### src/rtl/ama_riscv_fetch_if.sv
// Shared fetch types and the instruction-memory request/response bundle
// between the fetch frontend (master) and the instruction memory (slave).
package ama_riscv_fetch_pkg;
   typedef enum logic {
      PC_SEL_INC4 = 1'b0,
      PC_SEL_ALU  = 1'b1
   } pc_sel_t;
endpackage

interface ama_riscv_fetch_if;
   logic        imem_req_valid;
   logic        imem_req_ready;
   logic [31:0] imem_req_addr;
   logic        imem_rsp_valid;
   logic [31:0] imem_rsp_data;

   modport master (
      output imem_req_valid,
      output imem_req_addr,
      input  imem_req_ready,
      input  imem_rsp_valid,
      input  imem_rsp_data
   );

   modport slave (
      input  imem_req_valid,
      input  imem_req_addr,
      output imem_req_ready,
      output imem_rsp_valid,
      output imem_rsp_data
   );
endinterface

### src/rtl/ama_riscv_fetch.sv
// Instruction fetch frontend: single outstanding imem request, one-entry
// instruction buffer towards decode, and kill of responses from stale addresses.
module ama_riscv_fetch
   import ama_riscv_fetch_pkg::*;
#(
   parameter logic [31:0] RESET_VECTOR = 32'h4000_0000,
   parameter logic [31:0] NOP_INST     = 32'h0000_0013
) (
   input  logic                     clk,
   input  logic                     rst,
   input  pc_sel_t                  pc_sel,
   input  logic                     pc_we,
   input  logic [31:0]              alu_out,
   ama_riscv_fetch_if.master        imem,
   output logic [31:0]              inst_dec,
   output logic                     inst_valid,
   output logic [31:0]              pc_dec
);

   typedef enum logic [1:0] {
      BOOT = 2'd0,
      REQ  = 2'd1,
      WAIT = 2'd2
   } state_t;

   state_t      state_reg, state_next;
   logic [31:0] pc_nxt_reg, pc_nxt_next;
   logic [31:0] acc_addr_reg, acc_addr_next;
   logic        kill_reg, kill_next;
   logic [31:0] inst_dec_reg, inst_dec_next;
   logic        inst_valid_reg, inst_valid_next;
   logic [31:0] pc_dec_reg, pc_dec_next;

   logic consume;
   logic redirect;
   logic req_valid;
   logic accept;
   logic rsp_wait;
   logic load;

   assign consume   = inst_valid_reg & pc_we;
   assign redirect  = consume & (pc_sel == PC_SEL_ALU);
   // Only request when the buffer will be free by the time the response lands.
   assign req_valid = (state_reg == REQ) & (~inst_valid_reg | consume);
   assign accept    = req_valid & imem.imem_req_ready;
   assign rsp_wait  = (state_reg == WAIT) & imem.imem_rsp_valid;
   assign load      = rsp_wait & ~kill_reg & ~redirect;

   assign imem.imem_req_valid = req_valid;
   assign imem.imem_req_addr  = pc_nxt_reg;

   assign inst_dec   = inst_dec_reg;
   assign inst_valid = inst_valid_reg;
   assign pc_dec     = pc_dec_reg;

   always_comb begin
      state_next = state_reg;
      unique case (state_reg)
         BOOT:    state_next = REQ;
         REQ:     if (accept) state_next = WAIT;
         WAIT:    if (imem.imem_rsp_valid) state_next = REQ;
         default: state_next = BOOT;
      endcase
   end

   always_comb begin
      pc_nxt_next   = pc_nxt_reg;
      acc_addr_next = acc_addr_reg;
      kill_next     = kill_reg;
      if (accept) begin
         acc_addr_next = pc_nxt_reg;
      end
      if (redirect) begin
         pc_nxt_next = {alu_out[31:2], 2'b00};
         // A response in this same cycle retires the old request, so only a
         // still-pending or freshly accepted request needs to be killed.
         kill_next   = ((state_reg == WAIT) & ~imem.imem_rsp_valid) | accept;
      end else begin
         if (accept) begin
            pc_nxt_next = pc_nxt_reg + 32'd4;
         end
         if (rsp_wait) begin
            kill_next = 1'b0;
         end
      end
   end

   always_comb begin
      inst_dec_next   = inst_dec_reg;
      inst_valid_next = inst_valid_reg;
      pc_dec_next     = pc_dec_reg;
      if (redirect) begin
         inst_dec_next   = NOP_INST;
         inst_valid_next = 1'b0;
      end else if (load) begin
         inst_dec_next   = imem.imem_rsp_data;
         inst_valid_next = 1'b1;
         pc_dec_next     = acc_addr_reg;
      end else if (consume) begin
         inst_dec_next   = NOP_INST;
         inst_valid_next = 1'b0;
      end
   end

   always_ff @(posedge clk or negedge rst) begin
      if (!rst) begin
         state_reg      <= BOOT;
         pc_nxt_reg     <= RESET_VECTOR;
         acc_addr_reg   <= RESET_VECTOR;
         kill_reg       <= 1'b0;
         inst_dec_reg   <= NOP_INST;
         inst_valid_reg <= 1'b0;
         pc_dec_reg     <= RESET_VECTOR;
      end else begin
         state_reg      <= state_next;
         pc_nxt_reg     <= pc_nxt_next;
         acc_addr_reg   <= acc_addr_next;
         kill_reg       <= kill_next;
         inst_dec_reg   <= inst_dec_next;
         inst_valid_reg <= inst_valid_next;
         pc_dec_reg     <= pc_dec_next;
      end
   end

endmodule

### src/flat_wrapper.sv
// flat-port wrapper written by rule: the top's interface ports become plain ports
module ama_riscv_fetch_flat import ama_riscv_fetch_pkg::*;
#(
   parameter logic [31:0] RESET_VECTOR = 32'h4000_0000,
   parameter logic [31:0] NOP_INST     = 32'h0000_0013
)
  (clk, rst, pc_sel, pc_we, alu_out, inst_dec, inst_valid, pc_dec, imem_imem_req_valid, imem_imem_req_addr, imem_imem_req_ready, imem_imem_rsp_valid, imem_imem_rsp_data);
  ama_riscv_fetch_if imem_i ();
  input  logic clk;
  input  logic rst;
  input  pc_sel_t pc_sel;
  input  logic pc_we;
  input  logic [31:0] alu_out;
  output logic [31:0] inst_dec;
  output logic inst_valid;
  output logic [31:0] pc_dec;
  output wire logic [$bits(imem_i.imem_req_valid)-1:0] imem_imem_req_valid;
  output wire logic [$bits(imem_i.imem_req_addr)-1:0] imem_imem_req_addr;
  input wire logic [$bits(imem_i.imem_req_ready)-1:0] imem_imem_req_ready;
  input wire logic [$bits(imem_i.imem_rsp_valid)-1:0] imem_imem_rsp_valid;
  input wire logic [$bits(imem_i.imem_rsp_data)-1:0] imem_imem_rsp_data;
  assign imem_imem_req_valid = imem_i.imem_req_valid;
  assign imem_imem_req_addr = imem_i.imem_req_addr;
  assign imem_i.imem_req_ready = imem_imem_req_ready;
  assign imem_i.imem_rsp_valid = imem_imem_rsp_valid;
  assign imem_i.imem_rsp_data = imem_imem_rsp_data;
  ama_riscv_fetch #(.RESET_VECTOR(RESET_VECTOR), .NOP_INST(NOP_INST)) u_core (.clk(clk), .rst(rst), .pc_sel(pc_sel), .pc_we(pc_we), .alu_out(alu_out), .imem(imem_i), .inst_dec(inst_dec), .inst_valid(inst_valid), .pc_dec(pc_dec));
endmodule
### config.mk
export PLATFORM = sky130hd
export DESIGN_NAME = ama_riscv_fetch_flat
export DESIGN_NICKNAME = d
export VERILOG_FILES = /design/src/rtl/ama_riscv_fetch_if.sv /design/src/rtl/ama_riscv_fetch.sv /design/src/flat_wrapper.sv
export SDC_FILE = /design/constraint.sdc
export NUM_CORES = 1
export LEC_CHECK = 0
export ABC_AREA = 1
export BUFFER_PORTS_ARGS = -buffer_cell sky130_fd_sc_hd__buf_2
export CORE_MARGIN = 1.5
export CORE_UTILIZATION = 35
export DETAILED_ROUTE_END_ITERATION = 10
export PLACE_DENSITY = 0.64
export SLEW_MARGIN = 20
export SYNTH_ARGS = -nofsm -noshare
export SYNTH_HDL_FRONTEND = slang
export SYNTH_SLANG_ARGS = --single-unit
### constraint.sdc
create_clock -name clk -period 4.2 [get_ports clk]
set_input_delay 0.63 -clock clk [delete_from_list [all_inputs] [get_ports clk]]
set_output_delay 0.63 -clock clk [all_outputs]
set_load 0.005 [all_outputs]
==> results.md <==
- Hpwl dp: 11600 um
- CP required: 4.49 ns
- Cells after Synth: 680
- Worst setup EP type: flop
- Antenna violations before repair: 0
- Startpoint types: flop
- Layout cells sized above 1: 27.1%
- Clk Latency, worst-skew pair: 0.42 ns
- Routed vias: 5132
- Worst reg2reg setup slack: 1.90 ns
- Initial Utilization: 35.6%
- Post-route DRC: 0
- Crit path capture: u_core.pc_dec[27]
- Register area: 3160 um^2
- Largest net degree at the start of global routing: 85
- Max rail drop VDD: 0.332 mV
- Hold-fix buffers at CTS: 0
- Post-synth top area share: 51.2%
- CP max FO: 37
- Slowest cell on crit path: nor2_4
- # fillers: 1663
- Slowest stage delay, CP: 0.60 ns
- Tmin final: 2.30 ns
- Setup TNS: 0 ns
- Placement Rows: 47
- Final #Nets: 908
- First drt pass iteration count: 5
- Htree depth: 4
- Synth unique cells: 34
- Post-synthesis register bit count: 126
- Dpl cells: 1038
- # setup viols final: 0
- Clock buffer depth: 2
- FF-to-FF path depth: 5
- Mapped Avg Cell Area: 8.62 um^2
- Die Wd: 132 um
- RSZ-0062 raised after global routing: false
- WP buf/inv: 1
- Multi-input logic area: 2280 um^2
- Status: complete, no violations
- Setup Crit Path Kind: flop to flop
- Top Ports: 168
- Sequential area share after synthesis: 53.9%
- Postcts setup bufs: 0
- Drt total wl: 16300 um
- Antenna viol nets, final: 0
- Arrival @ worst endpoint: 2.60 ns
- P per Cell Area: 693 nW/um^2
- Tcrit/Tclk final: 54.9%
- Gr ovfl total: 0
- LEAKAGE: 3.72 nW
- P&R area growth vs syn: 26.1%
- Vias/cell: 4.80
- Sink Count: 126
- Slew HR: 47.5%
- Drt wl/cell: 15.3 um
- Final non-filler cell total: 1070
- CP top delay family: simple AND/OR/NAND/NOR gates
- First-pass GRT wire length: 25900 um
- Fin. Hold Viols: 0
- Die span in y: 132 um
- Top post-synthesis cells by area: dfrtp_1 (51%), nand2_1 (12%), nand3_1 (6.6%)
- TritonCTS Buffers: 17
- Yosys top cell by area: dfrtp_1
- Synth Cell Area: 5860 um^2
- Post-CTS Resized: 0
- Core Region: 16500 um^2
- Root buf cell: clkbuf_16
- Peak Freq: 434 MHz
- Gr usage total: 19.0%
- Iter 0 DRT Violations: 389
- Final setup skew: 0.00963 ns
- Reg2reg end: u_core.pc_dec[27]
- Tightest Pin Transition: 0.788 ns
- Final slew viol count: 0
- Routability congestion estimate: 0.858
- Reg-to-Reg Start: u_core.state_reg[0]
- IO Port Bufs: 161
- CTS tree: done
- Clock slew at reported path FFs: 0.06 ns
- Vias in the first global route: 4856
- Die area: 17500 um^2
- Worst min path class: input port to async pin
- MaxCap Viol Count: 0
- Crit-path cells: inv_2, nand3_2, nor2_4, nand2_4, mux2_1
- Max FFs per register: 32
- Crit path from: u_core.state_reg[0]
- Antenna fix cells: 0
- Warnings, synthesis: 0
- CP Depth: 5
==> cells in the mapped netlist (all sizes together) <==
master and n:
nand2 189, dfrtp 120, nand3 80, inv 74, o21ai 73, nor2 49, mux2 27, buf 20
clkbuf 10, a21oi 9, dfstp 6, o211ai 6, o22ai 5, nand4 2, nor3 2, a31oi 1
clkinv 1, conb 1, ha 1, nand3b 1, nor4 1, o221ai 1, xnor2 1
==> placed cells by master, fill, tap and decap left out, types with 3 or more instances in the layout <==
master,n
nand2_1,183
buf_2,160
dfrtp_1,120
nand3_1,77
inv_1,71
o21ai_0,66
nor2_1,39
mux2_1,20
clkbuf_16,17
a21oi_1,9
mux2_2,7
nor2_4,6
o21ai_1,6
clkinv_2,6
o211ai_1,6
dfstp_2,6
o22ai_1,5
nand2_2,5
clkbuf_1,5
nor2_2,4
conb_1,4
inv_2,3
nand3_2,3
buf_4,3
==> metrics by stage <==
stage                     hold slack [ns]  power (mW)  utilization (%)  setup slack, ns  instance area [um^2]
after floorplan                     0.334        2.99                -             2.64                  5870
after global placement              0.459        3.72             41.6             1.66                  6840
after detailed placement            0.463        3.78             41.6             1.61                  6840
after CTS                           0.405        5.16             44.8             1.89                  7380
after global routing                0.323        5.49             44.9             1.75                  7390
final                               0.261        5.12             44.9             1.90                  7390
==> kinds of logic (layout without fill, tap and decap cells) <==
logic type,after synthesis,count (layout),synth area share [%]
AND/OR/NAND/NOR,324,324,24.3
flip-flops,126,126,53.9
buffers and inverters,105,272,7.60
AO/OA/AOI/OAI,95,95,8.56
multiplexers,27,27,5.19
adder cells (fa/ha/maj),1,1,0.213
other,1,4,0.0640
XOR/XNOR,1,1,0.149
==> area by class of cell <==
type / count / share of cell area, %
Timing Repair Buffer: 165 / 11.6
Multi-Input combinational cell: 452 / 30.8
Clock buffer: 24 / 6.38
Sequential cell: 126 / 42.7
Clock inverter: 8 / 0.948
Inverter: 75 / 3.82
Tap cell: 220 / 3.72
==> metal layers <==
metal	GRT usage (%)	share of wire, %
met4	9.22	2.9
met3	4.33	5.2
met5	0	0
met1	26.3	46
met2	28.3	46
==> how the worst min path moves through the flow <==
stage | startpoint | endpoint | slack (ns) | depth (start not counted)
6_report | rst | u_core.pc_dec[26] | 0.26 | 1
3_3_place_gp | u_core.acc_addr_reg[17] | u_core.acc_addr_reg[17] | 0.46 | 2
2_1_floorplan | rst | u_core.acc_addr_reg[10] | 0.33 | 0
4_1_cts | alu_out[9] | u_core.imem.imem_req_addr[9] | 0.40 | 3
3_5_place_dp | u_core.acc_addr_reg[9] | u_core.acc_addr_reg[9] | 0.46 | 2
5_1_grt | rst | u_core.pc_dec[26] | 0.32 | 1
==> worst register-to-register path, cell delays in order, from the launching register on <==
cell     delay [ns]
dfrtp_1        0.39
inv_2          0.08
nand3_2        0.13
nor2_4         0.60
nand2_4        0.50
mux2_1         0.48
==> power by group <==
group,switching [mW],total [mW],internal (mW)
logic,0.940,1.60,0.661
registers,0.400,2.15,1.75
clock network,0.532,1.37,0.838
total,1.87,5.12,3.25
Power figures use the tool's default switching activity.
